## config.mk

```make
export PLATFORM = sky130hd
export DESIGN_NAME = mc_control_fsm
export DESIGN_NICKNAME = d
export VERILOG_FILES = /design/src/rtl/mc_control_fsm.sv
export SDC_FILE = /design/constraint.sdc
export NUM_CORES = 1
export LEC_CHECK = 0
export ABC_AREA = 1
export CORE_MARGIN = 8
export CORE_UTILIZATION = 45
export CTS_CLUSTER_SIZE = 12
export DETAILED_ROUTE_END_ITERATION = 10
export GPL_ROUTABILITY_DRIVEN = 0
export HOLD_SLACK_MARGIN = 0.03
export PLACE_DENSITY = 0.78
export SLEW_MARGIN = 20
export SYNTH_ARGS = -nofsm -noshare
export SYNTH_HDL_FRONTEND = slang
export SYNTH_SLANG_ARGS = --single-unit
```

## constraint.sdc

```tcl
create_clock -name clk -period 2 [get_ports clk]
set_input_delay 0.3 -clock clk [delete_from_list [all_inputs] [get_ports clk]]
set_output_delay 0.3 -clock clk [all_outputs]
set_load 0.005 [all_outputs]
```

## src/rtl/mc_control_fsm.sv

```systemverilog
// Multicycle RV32I sequencing FSM: mux selects, enables, ALU control, memory req/ready with timeout,
// halt/trap reporting. Defining RV_M_EXT_EN enables the multi-cycle mul/div wait path.
module mc_control_fsm #(
    parameter int ALU_CTRL_W  = 10,
    parameter int MEM_TIMEOUT = 255
) (
    input  logic                  clk,
    input  logic                  reset,
    input  logic [6:0]            opcode,
    input  logic [2:0]            funct3,
    input  logic [6:0]            funct7,
    input  logic                  zero,
    input  logic                  less,
    input  logic                  mem_ready,
    input  logic                  md_done,
    output logic                  pc_en,
    output logic                  ir_en,
    output logic                  reg_en,
    output logic                  mem_req,
    output logic                  mem_we,
    output logic [1:0]            mem_size,
    output logic                  adr_sel,
    output logic [2:0]            imm_sel,
    output logic [1:0]            srca_sel,
    output logic [1:0]            srcb_sel,
    output logic [1:0]            result_sel,
    output logic [ALU_CTRL_W-1:0] alu_ctrl,
    output logic                  md_start,
    output logic                  halted,
    output logic                  trap,
    output logic [1:0]            trap_cause,
    output logic [3:0]            state_dbg
);
`ifdef RV_M_EXT_EN
    localparam bit M_EN = 1'b1;
`else
    localparam bit M_EN = 1'b0;
`endif
    localparam int CNT_W = (MEM_TIMEOUT > 0) ? $clog2(MEM_TIMEOUT + 1) : 1;
    localparam logic [CNT_W-1:0] CNT_LIMIT = CNT_W'(MEM_TIMEOUT);

    localparam logic [6:0] OP_R     = 7'b0110011;
    localparam logic [6:0] OP_I     = 7'b0010011;
    localparam logic [6:0] OP_LD    = 7'b0000011;
    localparam logic [6:0] OP_ST    = 7'b0100011;
    localparam logic [6:0] OP_BR    = 7'b1100011;
    localparam logic [6:0] OP_JAL   = 7'b1101111;
    localparam logic [6:0] OP_JALR  = 7'b1100111;
    localparam logic [6:0] OP_LUI   = 7'b0110111;
    localparam logic [6:0] OP_AUIPC = 7'b0010111;
    localparam logic [6:0] OP_SYS   = 7'b1110011;

    typedef enum logic [3:0] {
        S_FETCH    = 4'd0,
        S_DECODE   = 4'd1,
        S_R_EXEC   = 4'd2,
        S_I_EXEC   = 4'd3,
        S_MEM_ADDR = 4'd4,
        S_MEM_RD   = 4'd5,
        S_LOAD_WB  = 4'd6,
        S_MEM_WR   = 4'd7,
        S_BR_CMP   = 4'd8,
        S_BR_DEC   = 4'd9,
        S_LINK     = 4'd10,
        S_JUMP     = 4'd11,
        S_U_EXEC   = 4'd12,
        S_ALU_WB   = 4'd13,
        S_MULDIV   = 4'd14,
        S_HALT     = 4'd15
    } state_t;

    state_t           r_state;
    state_t           w_next;
    logic [CNT_W-1:0] r_cnt;
    logic [1:0]       r_cause;
    logic [1:0]       w_cause_next;
    logic             w_is_md;
    logic             w_illegal;
    logic             w_mem_wait;
    logic             w_timeout;
    logic [9:0]       w_alu;

    assign w_is_md    = (opcode == OP_R) && (funct7 == 7'b0000001);
    assign w_mem_wait = ((r_state == S_FETCH) || (r_state == S_MEM_RD) || (r_state == S_MEM_WR))
                        && !mem_ready;
    // mem_ready in the limit cycle wins over the timeout
    assign w_timeout  = (MEM_TIMEOUT != 0) && w_mem_wait && (r_cnt == CNT_LIMIT);

    always_comb begin
        w_illegal = 1'b0;
        case (opcode)
            OP_R:                                          w_illegal = w_is_md && !M_EN;
            OP_I, OP_LUI, OP_AUIPC, OP_JAL, OP_JALR, OP_SYS: w_illegal = 1'b0;
            OP_BR:  w_illegal = (funct3 == 3'b010) || (funct3 == 3'b011);
            OP_LD:  w_illegal = (funct3 == 3'b011) || (funct3[2:1] == 2'b11);
            OP_ST:  w_illegal = (funct3 >= 3'b011);
            default: w_illegal = 1'b1;
        endcase
    end

    always_comb begin
        w_next       = r_state;
        w_cause_next = r_cause;
        case (r_state)
            S_FETCH: begin
                if (mem_ready) begin
                    w_next = S_DECODE;
                end else if (w_timeout) begin
                    w_next       = S_HALT;
                    w_cause_next = 2'd2;
                end
            end
            S_DECODE: begin
                if (w_illegal) begin
                    w_next       = S_HALT;
                    w_cause_next = 2'd1;
                end else begin
                    case (opcode)
                        OP_R:              w_next = w_is_md ? S_MULDIV : S_R_EXEC;
                        OP_I:              w_next = S_I_EXEC;
                        OP_LD, OP_ST:      w_next = S_MEM_ADDR;
                        OP_BR:             w_next = S_BR_CMP;
                        OP_JAL, OP_JALR:   w_next = S_LINK;
                        OP_LUI, OP_AUIPC:  w_next = S_U_EXEC;
                        OP_SYS: begin
                            w_next       = S_HALT;
                            w_cause_next = 2'd0;
                        end
                        default: begin
                            w_next       = S_HALT;
                            w_cause_next = 2'd1;
                        end
                    endcase
                end
            end
            S_R_EXEC, S_I_EXEC, S_U_EXEC: w_next = S_ALU_WB;
            S_ALU_WB, S_LOAD_WB, S_BR_DEC, S_JUMP: w_next = S_FETCH;
            S_MEM_ADDR: w_next = (opcode == OP_ST) ? S_MEM_WR : S_MEM_RD;
            S_MEM_RD, S_MEM_WR: begin
                if (mem_ready) begin
                    w_next = (r_state == S_MEM_RD) ? S_LOAD_WB : S_FETCH;
                end else if (w_timeout) begin
                    w_next       = S_HALT;
                    w_cause_next = 2'd2;
                end
            end
            S_BR_CMP: w_next = S_BR_DEC;
            S_LINK:   w_next = S_JUMP;
            S_MULDIV: w_next = md_done ? S_ALU_WB : S_MULDIV;
            default:  w_next = S_HALT;
        endcase
    end

    always_comb begin
        pc_en      = 1'b0;
        ir_en      = 1'b0;
        reg_en     = 1'b0;
        mem_req    = 1'b0;
        mem_we     = 1'b0;
        mem_size   = 2'b00;
        adr_sel    = 1'b0;
        imm_sel    = 3'b000;
        srca_sel   = 2'b01;
        srcb_sel   = 2'b10;
        result_sel = 2'b10;
        w_alu      = 10'd0;
        md_start   = 1'b0;
        case (r_state)
            S_FETCH: begin
                mem_req    = 1'b1;
                srca_sel   = 2'b00;
                result_sel = 2'b00;
                ir_en      = mem_ready;
                pc_en      = mem_ready;
            end
            S_DECODE: md_start = M_EN && w_is_md && !w_illegal;
            S_R_EXEC: begin
                srca_sel = 2'b10;
                srcb_sel = 2'b00;
                w_alu    = {funct7, funct3};
            end
            S_I_EXEC: begin
                srca_sel = 2'b10;
                srcb_sel = 2'b01;
                w_alu    = (funct3 == 3'b101) ? {funct7, funct3} : {7'd0, funct3};
            end
            S_ALU_WB: begin
                reg_en     = 1'b1;
                result_sel = (M_EN && w_is_md) ? 2'b11 : 2'b10;
            end
            S_MEM_ADDR: begin
                srca_sel = 2'b10;
                srcb_sel = 2'b01;
                imm_sel  = (opcode == OP_ST) ? 3'b001 : 3'b000;
            end
            S_MEM_RD, S_MEM_WR: begin
                mem_req  = 1'b1;
                mem_we   = (r_state == S_MEM_WR);
                adr_sel  = 1'b1;
                mem_size = funct3[1:0];
            end
            S_LOAD_WB: begin
                reg_en     = 1'b1;
                result_sel = 2'b01;
            end
            S_BR_CMP: begin
                srca_sel = 2'b10;
                srcb_sel = 2'b00;
                w_alu    = (funct3[2:1] == 2'b00) ? 10'h100 :
                           (funct3[2:1] == 2'b10) ? 10'h002 : 10'h003;
            end
            S_BR_DEC: begin
                srcb_sel   = 2'b01;
                imm_sel    = 3'b010;
                result_sel = 2'b00;
                case (funct3)
                    3'b000:         pc_en = zero;
                    3'b001:         pc_en = !zero;
                    3'b100, 3'b110: pc_en = less;
                    3'b101, 3'b111: pc_en = !less;
                    default:        pc_en = 1'b0;
                endcase
            end
            S_LINK: begin
                result_sel = 2'b00;
                reg_en     = 1'b1;
            end
            S_JUMP: begin
                srcb_sel   = 2'b01;
                result_sel = 2'b00;
                pc_en      = 1'b1;
                if (opcode == OP_JALR) begin
                    srca_sel = 2'b10;
                    w_alu    = 10'h200;
                end else begin
                    imm_sel = 3'b011;
                end
            end
            S_U_EXEC: begin
                srca_sel = (opcode == OP_LUI) ? 2'b11 : 2'b01;
                srcb_sel = 2'b01;
                imm_sel  = 3'b101;
            end
            default: ;
        endcase
        alu_ctrl   = ALU_CTRL_W'(w_alu);
        halted     = (r_state == S_HALT);
        trap       = (r_state == S_HALT) && (r_cause != 2'd0);
        trap_cause = r_cause;
        state_dbg  = r_state;
        // reset forces every output low, abandoning any request in flight
        if (reset) begin
            pc_en      = 1'b0;
            ir_en      = 1'b0;
            reg_en     = 1'b0;
            mem_req    = 1'b0;
            mem_we     = 1'b0;
            mem_size   = 2'b00;
            adr_sel    = 1'b0;
            imm_sel    = 3'b000;
            srca_sel   = 2'b00;
            srcb_sel   = 2'b00;
            result_sel = 2'b00;
            alu_ctrl   = '0;
            md_start   = 1'b0;
            halted     = 1'b0;
            trap       = 1'b0;
            trap_cause = 2'd0;
            state_dbg  = 4'd0;
        end
    end

    always_ff @(posedge clk) begin
        if (reset) begin
            r_state <= S_FETCH;
            r_cnt   <= '0;
            r_cause <= 2'd0;
        end else begin
            r_state <= w_next;
            r_cause <= w_cause_next;
            if (w_next != r_state) begin
                r_cnt <= '0;
            end else if (w_mem_wait) begin
                r_cnt <= r_cnt + CNT_W'(1);
            end
        end
    end
endmodule

```

; Word-level counts from Yosys, hierarchy flattened
; Index checks and enable logic that the tools add are counted.
[op_classes]
add_sub_neg = 1
magnitude_cmp = 1
n_eq_ne = 40
mux = 53
n_reduce_logical = 34
[op_table]
columns = op, count
row1 = $pmux 10 s4, 1
row2 = $pmux 4 s9, 1
row3 = $eq 4x4->1 const B, 8
row4 = $mux 10, 3
row5 = $eq 7x7->1 const B, 4
row6 = $mux 2, 14
row7 = $mux 4, 6
row8 = $pmux 4 s6, 1
row9 = $eq 7x6->1 const B, 3
row10 = $eq 4x3->1 const B, 4
row11 = $pmux 2 s2, 4
row12 = $reduce_or 2->1, 8
row13 = $mux 1, 15
row14 = $eq 7x5->1 const B, 2
row15 = $eq 3x3->1 const B, 4
row16 = $pmux 3 s4, 1
row17 = $reduce_or 4->1, 3
row18 = $mux 9, 1
row19 = $reduce_or 3->1, 3
row20 = $reduce_or 9->1, 1
row21 = $add 8x1->8 const B, 1
row22 = $eq 4x2->1 const B, 2
row23 = $eq 8x8->1 const B, 1
row24 = $pmux 2 s4, 1
row25 = other kinds (25), 37
[totals]
regBits = 14
inputBits = 23
word_cells = 132

; Longest topological paths before layout
[logic_depth]
ltp_word = 10
ltp_mapped = 15
mapped_depth_nobuf = 15

; Least setup slack after synthesis
; No wires, ideal clock.
[synth_path]
kind = reg-to-reg
startpoint = register r_state[0]
endpoint = register r_cnt[0]
arrival_ps = 1569
path_slack_ps = 366
path_stages_with_launch = 15
period_less_slack_ps = 1634
path_cell_list = dfxtp_1 -> buf_6 -> nor2_2 -> nand3_2 -> nand2_4 -> nand2_1 -> nand2_1 -> nand2_1 -> nand2_1 -> inv_2 -> nand3_1 -> nand2_1 -> nor2_4 -> nand3_4 -> nor2_2
[synth_between]
elab_chain_len = 10
elab_cells_between_ends = 29
[synth_lines]
columns = element, line_no
row1 = start: declaration, 72  ; state_t r_state;
row2 = start signal: assignment, 279  ; r_state <= w_next;
row3 = $eq 4x3->1 or $logic_not 4->1 (tied branches), "84, 104, 141"
row4 = $logic_or 1x1->1 (2 in a row), 84  ; assign w_mem_wait = ((r_state == S_FETCH) || (r_state == S_MEM_RD) || (r_state == S_MEM_WR))
row5 = $logic_and 1x1->1, 85  ; && !mem_ready;
row6 = $logic_and 1x1->1, 87  ; assign w_timeout = (MEM_TIMEOUT != 0) && w_mem_wait && (r_cnt == CNT_LIMIT);
row7 = $mux 4, "108, 142"
row8 = "$mux 4, on equally long branches", "140, 106"
row9 = $pmux 4 s9, 104  ; case (r_state)
row10 = $ne 4x4->1, 281  ; if (w_next != r_state) begin
row11 = $reduce_or 2->1 (no source line), n/a
row12 = end signal: assignment, 284  ; r_cnt <= r_cnt + CNT_W'(1);
row13 = end: declaration, 74  ; logic [CNT_W-1:0] r_cnt;
; Several ways; a longest one is shown, not always the timed one.
; A chain may end at the register's enable or synchronous reset.

; Worst setup path in the final report
[layout_path]
startpoint = register r_state[0]
endpoint = output port imm_sel[0]
[layout_between]
elab_chain_len = 3
elab_cells_between_ends = 6
[layout_lines]
columns = element, line_no
row1 = $eq 4x4->1 or $eq 4x3->1 (tied branches), 168  ; case (r_state)
row2 = $pmux 3 s4 (*), 168
row3 = $mux 3 (*), 252  ; if (reset) begin
row4 = end: declaration, 23  ; output logic [2:0] imm_sel,
; Every way passes the cells marked *; elsewhere a longest branch is shown, timed or not.

==> flow_summary_export.csv <==
group,metric,value,unit
routing,drtPass1Iterations,5,
power_and_ir_drop,switching_share,52.0,%
grt,grt.overflow.total,0,
synthesis,synth-seq-cells,14,
routing,drtIter0Drc,337,
power_and_ir_drop,cellLeakagePower,0.00176,uW
clock_tree,clock_latency,0.25,ns
grt,grt_pass1_vias,2453,
clock_tree,cts_sinks,14,
synthesis,netlist_instances,316,
sta,clock.fmax,476,MHz
worst_setup_path,crit_start,"r_state[0]",
power_and_ir_drop,combPwrFrac,79.6,%
layout,antenna_cells,0,
synthesis,synth_area_per_cell,5.42,sq um
synthesis,synth_compound_area_share,10.5,%
worst_setup_path,crit_family,"simple AND/OR/NAND/NOR gates",
run,cap_violations,0,
power_and_ir_drop,power_density,1080,nW/um^2
die,rows,22,
clock_tree,cts_htree_levels,1,
layout,fin_util,90.4,%
synthesis,synthSimpleGateAreaFrac,53.3,%
worst_setup_path,r2r-end,"r_cnt[1]",
worst_setup_path,reg2reg_depth,15,
worst_hold_path,min_path_type,"register to register",
worst_hold_path,hold_path_depth,2,
worst_hold_path,min_to,"r_cause[1]",
clock_tree,cts-root-buf,"clkbuf_8",
layout,drive_above_1_share,48.6,%
clock_tree,clk_pin_slew,0.06,ns
routing,wire_per_inst,19.4,microns
routing,viasPerCell,5.92,
sta,finalSetupViolations,17,
worst_setup_path,critical_path_arrival,1.80,ns
grt,grt_max_degree,13,
synthesis,synth.distinct_cells,35,
grt,track_usage,22.2,%
die,die_h,77.7,microns
worst_setup_path,cp_cell_sequence,"buf_4 > nand2_1 > nor2_1 > inv_1 > o21a_1 > nand2_1 > nand2_1 > inv_1 > clkbuf_2",
sta,fin_crit_sh,105,%
synthesis,synthXorXnorAreaFrac,3.58,%
routing,routed_wl,9670,microns
routing,ant_nets,0,
worst_setup_path,startpoint_type,"register",
die,start_util,46.8,%
synthesis,synth-seq-area-share,16.4,%
layout,final_cells,499,
sta,hold_ws,0.507,ns
power_and_ir_drop,p_int,1720,uW
placed_design,pre_cts_slack,-0.381,ns
synthesis,synth_area,1710,sq um
clock_tree,cts_tree,"yes",
sta,slew_viol_final,0,
worst_setup_path,required,1.70,ns
sta,setup_ws,-0.101,ns
layout,final_cell_mix,"buf_4, nand2_1, inv_1",
sta,fin_worst_skew,0.00476,ns
power_and_ir_drop,p_switching,1860,uW
grt,antenna_found_initial,0,
layout,final_common_cell,"buf_4",
synthesis,yosys.area_share.adder,0.730,%
worst_setup_path,path_buf_inv,4,
worst_hold_path,hp-start,"r_cause[1]",
power_and_ir_drop,power_frac_clock,7.8,%
worst_setup_path,critical_path_class,"register to primary output",
die,die_width,77.7,microns
clock_tree,cts_inserted_buffers,3,
layout,area_growth,93.1,%
worst_setup_path,crit_path_top_delay_cell,"dfxtp_4",
sta,final-hold-violation-count,0,
power_and_ir_drop,p_seq_share,12.6,%
worst_setup_path,path_common_cell,"nand2_1",
outcome,failed_checks,"negative setup slack",
die,die-area,6040,sq um
worst_setup_path,r2r_slack,-0.08,ns
worst_setup_path,r2r_start,"r_state[3]",
die,core,3660,sq um
sta,min_period,2.10,ns
grt,grt_pass1_wl,11300,microns
synthesis,yosys_warnings,0,
worst_setup_path,cp_max_fo,6,
synthesis,synth_top_family_by_area,"simple AND/OR/NAND/NOR gates",
outcome,status,"finished, violations left",
placed_design,numPortBuffers,57,
synthesis,synth_nets,340,
layout,layout.nets,476,
sta,rsz0062_at_grt,"yes",
power_and_ir_drop,peakVddDrop,677,uV
placed_design,dpl.hpwl,5350,microns
worst_setup_path,end_kind,"primary output",
die,io_pins,59,
routing,drc,0,
worst_setup_path,slowest_delay,0.39,ns
synthesis,synth.area.mux_share,0.584,%
layout,num-fill-cells,174,
placed_design,dp.cells,485,
clock_tree,clk_path_buf_depth,2,
routing,vias,2955,
-- how the worst max path moves through the flow --
stage	cells after the start	end
after floorplan	14	r_cnt[0]
after global placement	10	srca_sel[1]
after detailed placement	10	srca_sel[1]
after CTS	8	alu_ctrl[8]
after global routing	15	r_cnt[1]
final	9	imm_sel[0]
-- cell usage after synthesis (all sizes together) --
master | number | area [sq um]
nand2 | 78 | 300
nor2 | 74 | 320
inv | 55 | 206
nand3 | 25 | 148
a21oi | 14 | 70.1
dfxtp | 14 | 280
nand4 | 9 | 62.6
o21ai | 9 | 48.8
nor3 | 6 | 35.0
xor2 | 5 | 43.8
clkbuf | 4 | 15.0
buf | 3 | 30.0
nor3b | 3 | 22.5
o21a | 3 | 22.5
a211oi | 2 | 15.0
nor4 | 2 | 12.5
or2 | 2 | 12.5
xnor2 | 2 | 17.5
conb | 1 | 3.75
ha | 1 | 12.5
mux2i | 1 | 10.0
o211ai | 1 | 7.51
o221ai | 1 | 8.76
o31ai | 1 | 7.51
-- cell families after synthesis --
group	after synthesis
and+or+nand+nor	199
buffers and inverters	62
DFF	14
muxes	1
other	1
AOI/OAI and AO/OA	31
xor gates and xnor gates	7
adders and majority gates	1
-- through the flow --
stage	instance area, sq um	TNS (ns)	power, uW
after floorplan	1710	0	1520
after global placement	2830	-5.52	2490
after detailed placement	2830	-6.76	2520
after CTS	2970	-0.0241	2890
after global routing	3310	-1.85	3700
final	3310	-0.751	3570
-- layer usage --
| metal | up-vias | GRT usage, % | wire [microns] |
|---|---|---|---|
| met5 | - | 0 | 0 |
| met1 | 1355 | 26.4 | 3290 |
| met4 | 0 | 5.85 | 799 |
| li1 | 1265 | - | - |
| met2 | 249 | 39.8 | 4620 |
| met3 | 86 | 4.03 | 962 |
-- state kept, by name, summed over array words and instances, names as in the netlist --
name / flops
r_cause: 2
r_cnt: 8
r_state: 4
-- power groups by stage --
stage          clock [uW]  combinational (uW)  sequential [uW]
2_1_floorplan           0                1150              375
3_3_place_gp            0                2090              403
3_5_place_dp            0                2120              407
4_1_cts               274                2190              426
5_1_grt               288                2960              457
6_report              278                2840              452
-- worst register-to-register path, stage by stage, from the launching register on --
cell	delay, ns
dfxtp_4	0.39
buf_6	0.14
nand2_4	0.07
inv_4	0.04
buf_6	0.11
nand3_4	0.06
o21ai_2	0.07
nor2_2	0.15
nand2_2	0.08
a21oi_2	0.14
nand2_1	0.09
nand2_1	0.14
nand2_2	0.09
nor2_4	0.14
nand3_4	0.18
nor2_2	0.14
-- cell type report --
| cell class | count | area [sq um] | area share, % |
|---|---|---|---|
| tap | 48 | 60.1 | 1.82 |
| clock buffer | 4 | 55.1 | 1.66 |
| multi-input combinational | 240 | 1520 | 45.8 |
| inverter | 55 | 221 | 6.69 |
| timing repair buffer | 138 | 1160 | 35.1 |
| sequential | 14 | 295 | 8.93 |
-- repair_timing --
action	CTS	global route
hold buffers	0	0
endpoints found under the hold margin	0	0
buffers inserted	3	7
endpoints found under the setup margin	37	33
pin swaps	9	36
gates resized for setup	97	113
No activity file was read; power rests on OpenSTA's default activity.
